--- src/rtl/alu_mul_sequencer.sv ---
// Purpose : shift-and-add unsigned multiplier, low len bits of a*b, driving one shared combinational ALU.
// Latency : start accepted at edge k -> done pulse (product valid) in cycle k+3*len+1; one op per 3*len+2 cycles.
// Backpr. : none; start is only sampled in IDLE, requests seen while busy (including DONE) are dropped, not queued.
//
// Ports:
//   clk, rst          rising-edge clock, synchronous active-high reset
//   start, a, b       request and operands (captured on acceptance)
//   busy, done        busy from the cycle after acceptance through DONE; done is a one-cycle pulse
//   product           registered (a*b) mod 2^len, held until the next result
//   alu_s0, alu_s1    replicated ALU select bits ({s0,s1}: 00 add, 10 shr, 11 shl)
//   alu_a, alu_b      ALU operands
//   alu_s             ALU result, captured at the end of the same cycle
module alu_mul_sequencer #(
  parameter int len = 4
) (
  input  logic           clk,
  input  logic           rst,
  input  logic           start,
  input  logic [len-1:0] a,
  input  logic [len-1:0] b,
  output logic           busy,
  output logic           done,
  output logic [len-1:0] product,
  output logic [len-1:0] alu_s0,
  output logic [len-1:0] alu_s1,
  output logic [len-1:0] alu_a,
  output logic [len-1:0] alu_b,
  input  logic [len-1:0] alu_s
);

  localparam int cw = (len > 2) ? $clog2(len) : 1;
  localparam logic [cw-1:0] cnt_last = cw'(len - 1);

  typedef enum logic [2:0] {
    IDLE = 3'd0,
    ADD  = 3'd1,
    SHL  = 3'd2,
    SHR  = 3'd3,
    DONE = 3'd4
  } state_t;

  state_t         state;
  state_t         state_next;
  logic [len-1:0] acc;
  logic [len-1:0] acc_next;
  logic [len-1:0] mcand;
  logic [len-1:0] mcand_next;
  logic [len-1:0] mplier;
  logic [len-1:0] mplier_next;
  logic [len-1:0] product_q;
  logic [len-1:0] product_next;
  logic [cw-1:0]  cnt;
  logic [cw-1:0]  cnt_next;
  logic           sel0;
  logic           sel1;

  // State and datapath registers. Reset wins over every transition, so an
  // in-flight operation is simply abandoned and no done pulse follows.
  always_ff @(posedge clk) begin
    if (rst) begin
      state     <= IDLE;
      acc       <= '0;
      mcand     <= '0;
      mplier    <= '0;
      cnt       <= '0;
      product_q <= '0;
    end else begin
      state     <= state_next;
      acc       <= acc_next;
      mcand     <= mcand_next;
      mplier    <= mplier_next;
      cnt       <= cnt_next;
      product_q <= product_next;
    end
  end

  // Next-state and ALU decode. Each iteration is three ALU passes:
  // conditional accumulate, multiplicand shift left, multiplier shift right.
  always_comb begin
    state_next   = state;
    acc_next     = acc;
    mcand_next   = mcand;
    mplier_next  = mplier;
    cnt_next     = cnt;
    product_next = product_q;
    sel0         = 1'b0;
    sel1         = 1'b0;
    alu_a        = '0;
    alu_b        = '0;

    case (state)
      IDLE: begin
        if (start) begin
          acc_next    = '0;
          mcand_next  = a;
          mplier_next = b;
          cnt_next    = '0;
          state_next  = ADD;
        end
      end

      ADD: begin
        // Adding zero when the multiplier LSB is clear keeps the cycle count
        // data-independent; the carry out is dropped by the ALU width.
        alu_a      = acc;
        alu_b      = mplier[0] ? mcand : '0;
        acc_next   = alu_s;
        state_next = SHL;
      end

      SHL: begin
        sel0       = 1'b1;
        sel1       = 1'b1;
        alu_a      = mcand;
        mcand_next = alu_s;
        state_next = SHR;
      end

      SHR: begin
        sel0        = 1'b1;
        alu_a       = mplier;
        mplier_next = alu_s;
        // No early exit on a zero multiplier: always len iterations.
        if (cnt == cnt_last) begin
          product_next = acc;
          state_next   = DONE;
        end else begin
          cnt_next   = cnt + cw'(1);
          state_next = ADD;
        end
      end

      DONE: begin
        // start is deliberately not looked at here.
        state_next = IDLE;
      end

      default: begin
        state_next = IDLE;
      end
    endcase
  end

  assign alu_s0  = {len{sel0}};
  assign alu_s1  = {len{sel1}};
  assign busy    = (state != IDLE);
  assign done    = (state == DONE);
  assign product = product_q;

endmodule

--- config.mk ---
export PLATFORM = sky130hd
export DESIGN_NAME = alu_mul_sequencer
export DESIGN_NICKNAME = d
export VERILOG_FILES = /design/src/rtl/alu_mul_sequencer.sv
export SDC_FILE = /design/constraint.sdc
export NUM_CORES = 1
export LEC_CHECK = 0
export CAP_MARGIN = 20
export CORE_ASPECT_RATIO = 0.6
export CORE_UTILIZATION = 41
export CTS_CLUSTER_DIAMETER = 80
export CTS_CLUSTER_SIZE = 12
export DETAILED_ROUTE_END_ITERATION = 8
export PLACE_DENSITY = 0.79
export SLEW_MARGIN = 20
export SYNTH_ARGS = -nofsm -noshare
export SYNTH_HDL_FRONTEND = slang
export SYNTH_SLANG_ARGS = --single-unit
--- constraint.sdc ---
create_clock -name clk -period 1.3 [get_ports clk]
set_input_delay 0.13 -clock clk [delete_from_list [all_inputs] [get_ports clk]]
set_output_delay 0.13 -clock clk [all_outputs]
set_load 0.005 [all_outputs]
==> impl.org <==
** Global routing
- Maximum number of pins on one net before global-route repair :: 16
- Remaining global-route overflow :: 0
- The via count of the first global-routing pass is around 1300.
- Antenna violations before repair :: 0
- First-pass GRT wire length :: around 6800 µm
- Global routing used 29.6% of the available tracks.

** STA
- Minimum clock period after layout :: 1.54 ns
- Slew margin rel. :: between 60% and 70%
- For the final database, setup skew stands at 0.00457 ns.
- The final count of hold timing violations is 0.
- Timing would allow up to 0.651 GHz.
- Setup Viol. Count Final :: 37
- Unrepaired setup endpoints after global routing :: yes
- Setup total negative slack on the finished layout was measured at -4.26 ns.
- Dividing the final minimum period by the clock period gives 118%.
- Number of max-slew violations in the final report :: 0
- Least setup slack across all paths after layout :: -0.235 ns
- Actual slew at the worst max-slew pin :: between 0.5 and 0.6 ns

** Detailed routing
- Drt via density :: about 6
- Number of nets with antenna violations after routing :: 0
- For this run, design rule violations remaining after detail routing come to 0.
- In the final routed layout, each cell accounts on average for 20.6 µm.
- The first TritonRoute pass finished after 4 iterations.
- After the first detailed-routing iteration, the DRC count stood at 100.
- DR vias :: 1416
- For this block, the routed nets add up to a little under 5000 µm of wire.

** Cells and area
- The post-route netlist has 52.7% of its cells at a drive strength greater than 1.
- Syn-to-layout area delta :: 72.4%
- Fin area :: 2040 µm²
- Cells fill 77.8% of the core in the end.
- Most common cell after layout, fill and taps aside :: sky130_fd_sc_hd__buf_4
- The net count of the finished layout is 220.
- Top library cells by usage in the layout, fill and taps aside :: sky130_fd_sc_hd__buf_4, sky130_fd_sc_hd__buf_6, sky130_fd_sc_hd__nand2_1, sky130_fd_sc_hd__dfxtp_1, sky130_fd_sc_hd__clkdlybuf4s50_1
- Antenna diode instance count :: 0

** Pwr
- VDD sags by at most 0.000794 V.
- For this design the static power due to leakage is around 0.85 nW.
- Of the total power, registers draw 39.5%.
- Combinational power share :: 37.3%
- Power spread over the standard cell area amounts to 941 nW/µm².
- Net switching is 31.9% of the power.
- Switching power total :: 615 µW
- Part of the power in the clock network :: 23.2%
- The design draws 1.92 mW.
- The internal portion of the total power is 1.31 mW.

** Logic synthesis
- The portion of synthesized area spent on multiplexers is under 10%.
- Largest area contributor in the netlist :: sky130_fd_sc_hd__dfxtp_1
- When the netlist entered floorplanning its net count stood at 157.
- Sequential fraction of the synthesis area :: 35.4%
- Dominant combinational cell family by area after synthesis :: simple AND/OR/NAND/NOR gates
- The synthesized netlist devotes 19.3% of its cell area to compound gates.
- Basic-gate share of the synthesized area counting and, or, nand and nor cells :: around a quarter
- After Yosys synthesis, XOR and XNOR cells account for 0% of the synthesized area.
- Yosys attributes the largest share of cell area to sky130_fd_sc_hd__dfxtp_1, sky130_fd_sc_hd__buf_4, sky130_fd_sc_hd__nand2_1.
- Synthesis inferred 21 register bits.
- A synthesized cell averages 8.41 µm².
- Count of yosys warnings during synthesis :: 0
- The synthesized design devotes to its leading area cell type 35.4% of total area.
- Netlist Area Pre-Place :: 1190 µm²
- Synthesized-area fraction occupied by adder cells :: 1.05%
- The number of different library cells used by synthesis comes to 36.
- Synthesis produced 141 cells.

** Floorplan
- The die covers 3120 µm².
- Overall die width :: 71.4 µm
- Area of the core :: 2630 µm²
- The floorplan step set the die height to 43.7 µm.
- Once the floorplan was initialized, standard cells occupied 45.1% of the core.
- Row count :: 14
- For this design the top-level I/O count stands at 37.

** Run status
- Failing checks :: negative setup slack
- The run finished, with violations left.

** Setup path
- Cell breakdown of the critical path :: nor2b_4, and3b_2, buf_6, and2_4, buf_6
- Critical Path Start Type :: flip-flop
- Worst Path Required :: 1.17 ns
- Largest stage delay, worst path :: 0.40 ns
- Max Fanout on Critical Path :: 4
- Data arrival, critical path :: 1.41 ns
- Buffers plus inverters on the worst setup path :: 2
- The kind of cell with the highest combined delay along the critical path is simple AND/OR/NAND/NOR gates.
- The most numerous cell type found on the critical path is sky130_fd_sc_hd__buf_6.
- The largest individual stage delay along the critical path comes from the cell sky130_fd_sc_hd__dfxtp_4.
- The worst register-to-register path begins at state[1].
- Worst setup path category :: flip-flop to primary output
- First element of the critical path :: state[0]
- The worst setup path is captured at a primary output.

** Worst hold path
- The min-delay analysis places its worst path in the category primary input to flip-flop.
- The startpoint identified for the worst hold timing path is b[1].

** CTS
- Clock tree synthesis selected as its root buffer the cell sky130_fd_sc_hd__clkbuf_8.
- In this run, CTS created clock tree buffers numbering 3.
- CTS sink cnt :: 21
- Clk Latency, worst-skew pair :: around 0.27 ns
- TritonCTS built the clock tree.
- Reg clk slew, reported paths :: 0.08 ns
- The longest clock path from root to sink contains 2 buffers.
- In this run the number of H-tree levels came out at 1.

** Placement
- Weighted congestion reported at the end of routability-driven placement :: slightly above 0.9
- Input/output buffers :: 36
- Final HPWL from detailed placement :: approximately 2700 µm
- Area after DPL :: 1670 µm²

** Run
- Across the run, the number of max-cap violations was 0.
[metrics by stage]
| step | cells | hold WS (ns) | setup WS [ns] |
|---|---|---|---|
| after floorplan | 141 | 0.270 | 0.0192 |
| after global placement | 217 | 0.448 | -0.283 |
| after detailed placement | 217 | 0.447 | -0.422 |
| after CTS | 233 | 0.440 | -0.182 |
| after global routing | 235 | 0.435 | -0.270 |
| final | 235 | 0.431 | -0.235 |
[registers in the layout (all words and copies together), names as in the netlist]
name,flops
acc,4
mcand,4
mplier,4
product,4
state,3
cnt,2
[path summary, 6_finish.rpt]
path	slack (ns)	to	cells after the start
worst max register to register	-0.19	mcand[3]	6
worst min register to register	0.46	product[0]	2
worst min-delay path	0.43	mplier[1]	3
worst max-delay path	-0.24	alu_b[2]	5
[synthesized netlist by cell type]
library cell                number
sky130_fd_sc_hd__nand4b_1        1
sky130_fd_sc_hd__or2_2           2
sky130_fd_sc_hd__clkbuf_1        3
sky130_fd_sc_hd__nor4b_4         1
sky130_fd_sc_hd__nor3b_2         1
sky130_fd_sc_hd__o21ai_0         6
sky130_fd_sc_hd__nor2b_1         3
sky130_fd_sc_hd__a211oi_1        4
sky130_fd_sc_hd__mux2_2          4
sky130_fd_sc_hd__nor3b_4         1
sky130_fd_sc_hd__mux2i_1         4
sky130_fd_sc_hd__o31ai_1         4
sky130_fd_sc_hd__o21a_1          2
sky130_fd_sc_hd__and3b_1         2
sky130_fd_sc_hd__nor2_1          9
sky130_fd_sc_hd__a21oi_1        12
sky130_fd_sc_hd__nor3_1          2
sky130_fd_sc_hd__a31oi_1         4
sky130_fd_sc_hd__ha_1            1
sky130_fd_sc_hd__inv_1           2
sky130_fd_sc_hd__dfxtp_1        21
sky130_fd_sc_hd__buf_6           2
sky130_fd_sc_hd__a2bb2oi_1       1
sky130_fd_sc_hd__a22oi_1         4
sky130_fd_sc_hd__buf_4           9
sky130_fd_sc_hd__buf_2           3
sky130_fd_sc_hd__clkbuf_2        1
sky130_fd_sc_hd__nand3_1         4
sky130_fd_sc_hd__nand3b_1        1
sky130_fd_sc_hd__nand4_1         1
sky130_fd_sc_hd__or2_1           1
sky130_fd_sc_hd__or3_1           1
sky130_fd_sc_hd__nand2_1        18
sky130_fd_sc_hd__and2_1          4
sky130_fd_sc_hd__or4_1           1
sky130_fd_sc_hd__nor3b_1         1
[power by group through the flow]
stage / sequential [mW] / combinational (mW) / clock, mW
final: 0.760 / 0.717 / 0.446
after CTS: 0.748 / 0.614 / 0.434
after detailed placement: 0.752 / 0.485 / 0
after global routing: 0.761 / 0.751 / 0.475
after floorplan: 0.726 / 0.287 / 0
after global placement: 0.748 / 0.469 / 0
[cell families after synthesis]
family                     after synthesis
AOI/OAI and AO/OA                       37
adders and majority gates                1
buffers and inverters                   20
DFF                                     21
muxes                                    8
and+or+nand+nor                         54
[metal layers]
| metal | track usage (%) | vias to the layer above | share of wire, % |
|---|---|---|---|
| met5 | 0 | - | 0 |
| met4 | 5.60 | 0 | 2.3 |
| met3 | 8.60 | 14 | 9.1 |
| met2 | 49.5 | 93 | 45 |
| met1 | 38.9 | 690 | 43 |
| li1 | - | 619 | - |
[area by class of cell]
class | count | area, µm²
inverter | 2 | 7.51
clock buffer | 3 | 41.3
timing repair buffer | 76 | 702
tap | 32 | 40.0
sequential | 21 | 432
multi-input combinational | 100 | 817
clock inverter | 1 | 5.00
fill | 166 | 583
[worst reg2reg max path: cells and delay by family, from the launching register on]
kind / cells / cell delay, ns
AND/OR/NAND/NOR: 1 / 0.26
flip-flops: 1 / 0.42
multiplexers: 1 / 0.07
AO/OA/AOI/OAI: 1 / 0.26
buffers and inverters: 3 / 0.40
[repair_timing]
action | in CTS | in global routing
pin swaps | 23 | 14
buffers inserted | 13 | 2
hold endpoints to repair | 0 | 0
gates resized for setup | 122 | 27
endpoints found under the setup margin | 32 | 37
hold buffers | 0 | 0
No activity file was read; power rests on OpenSTA's default activity.
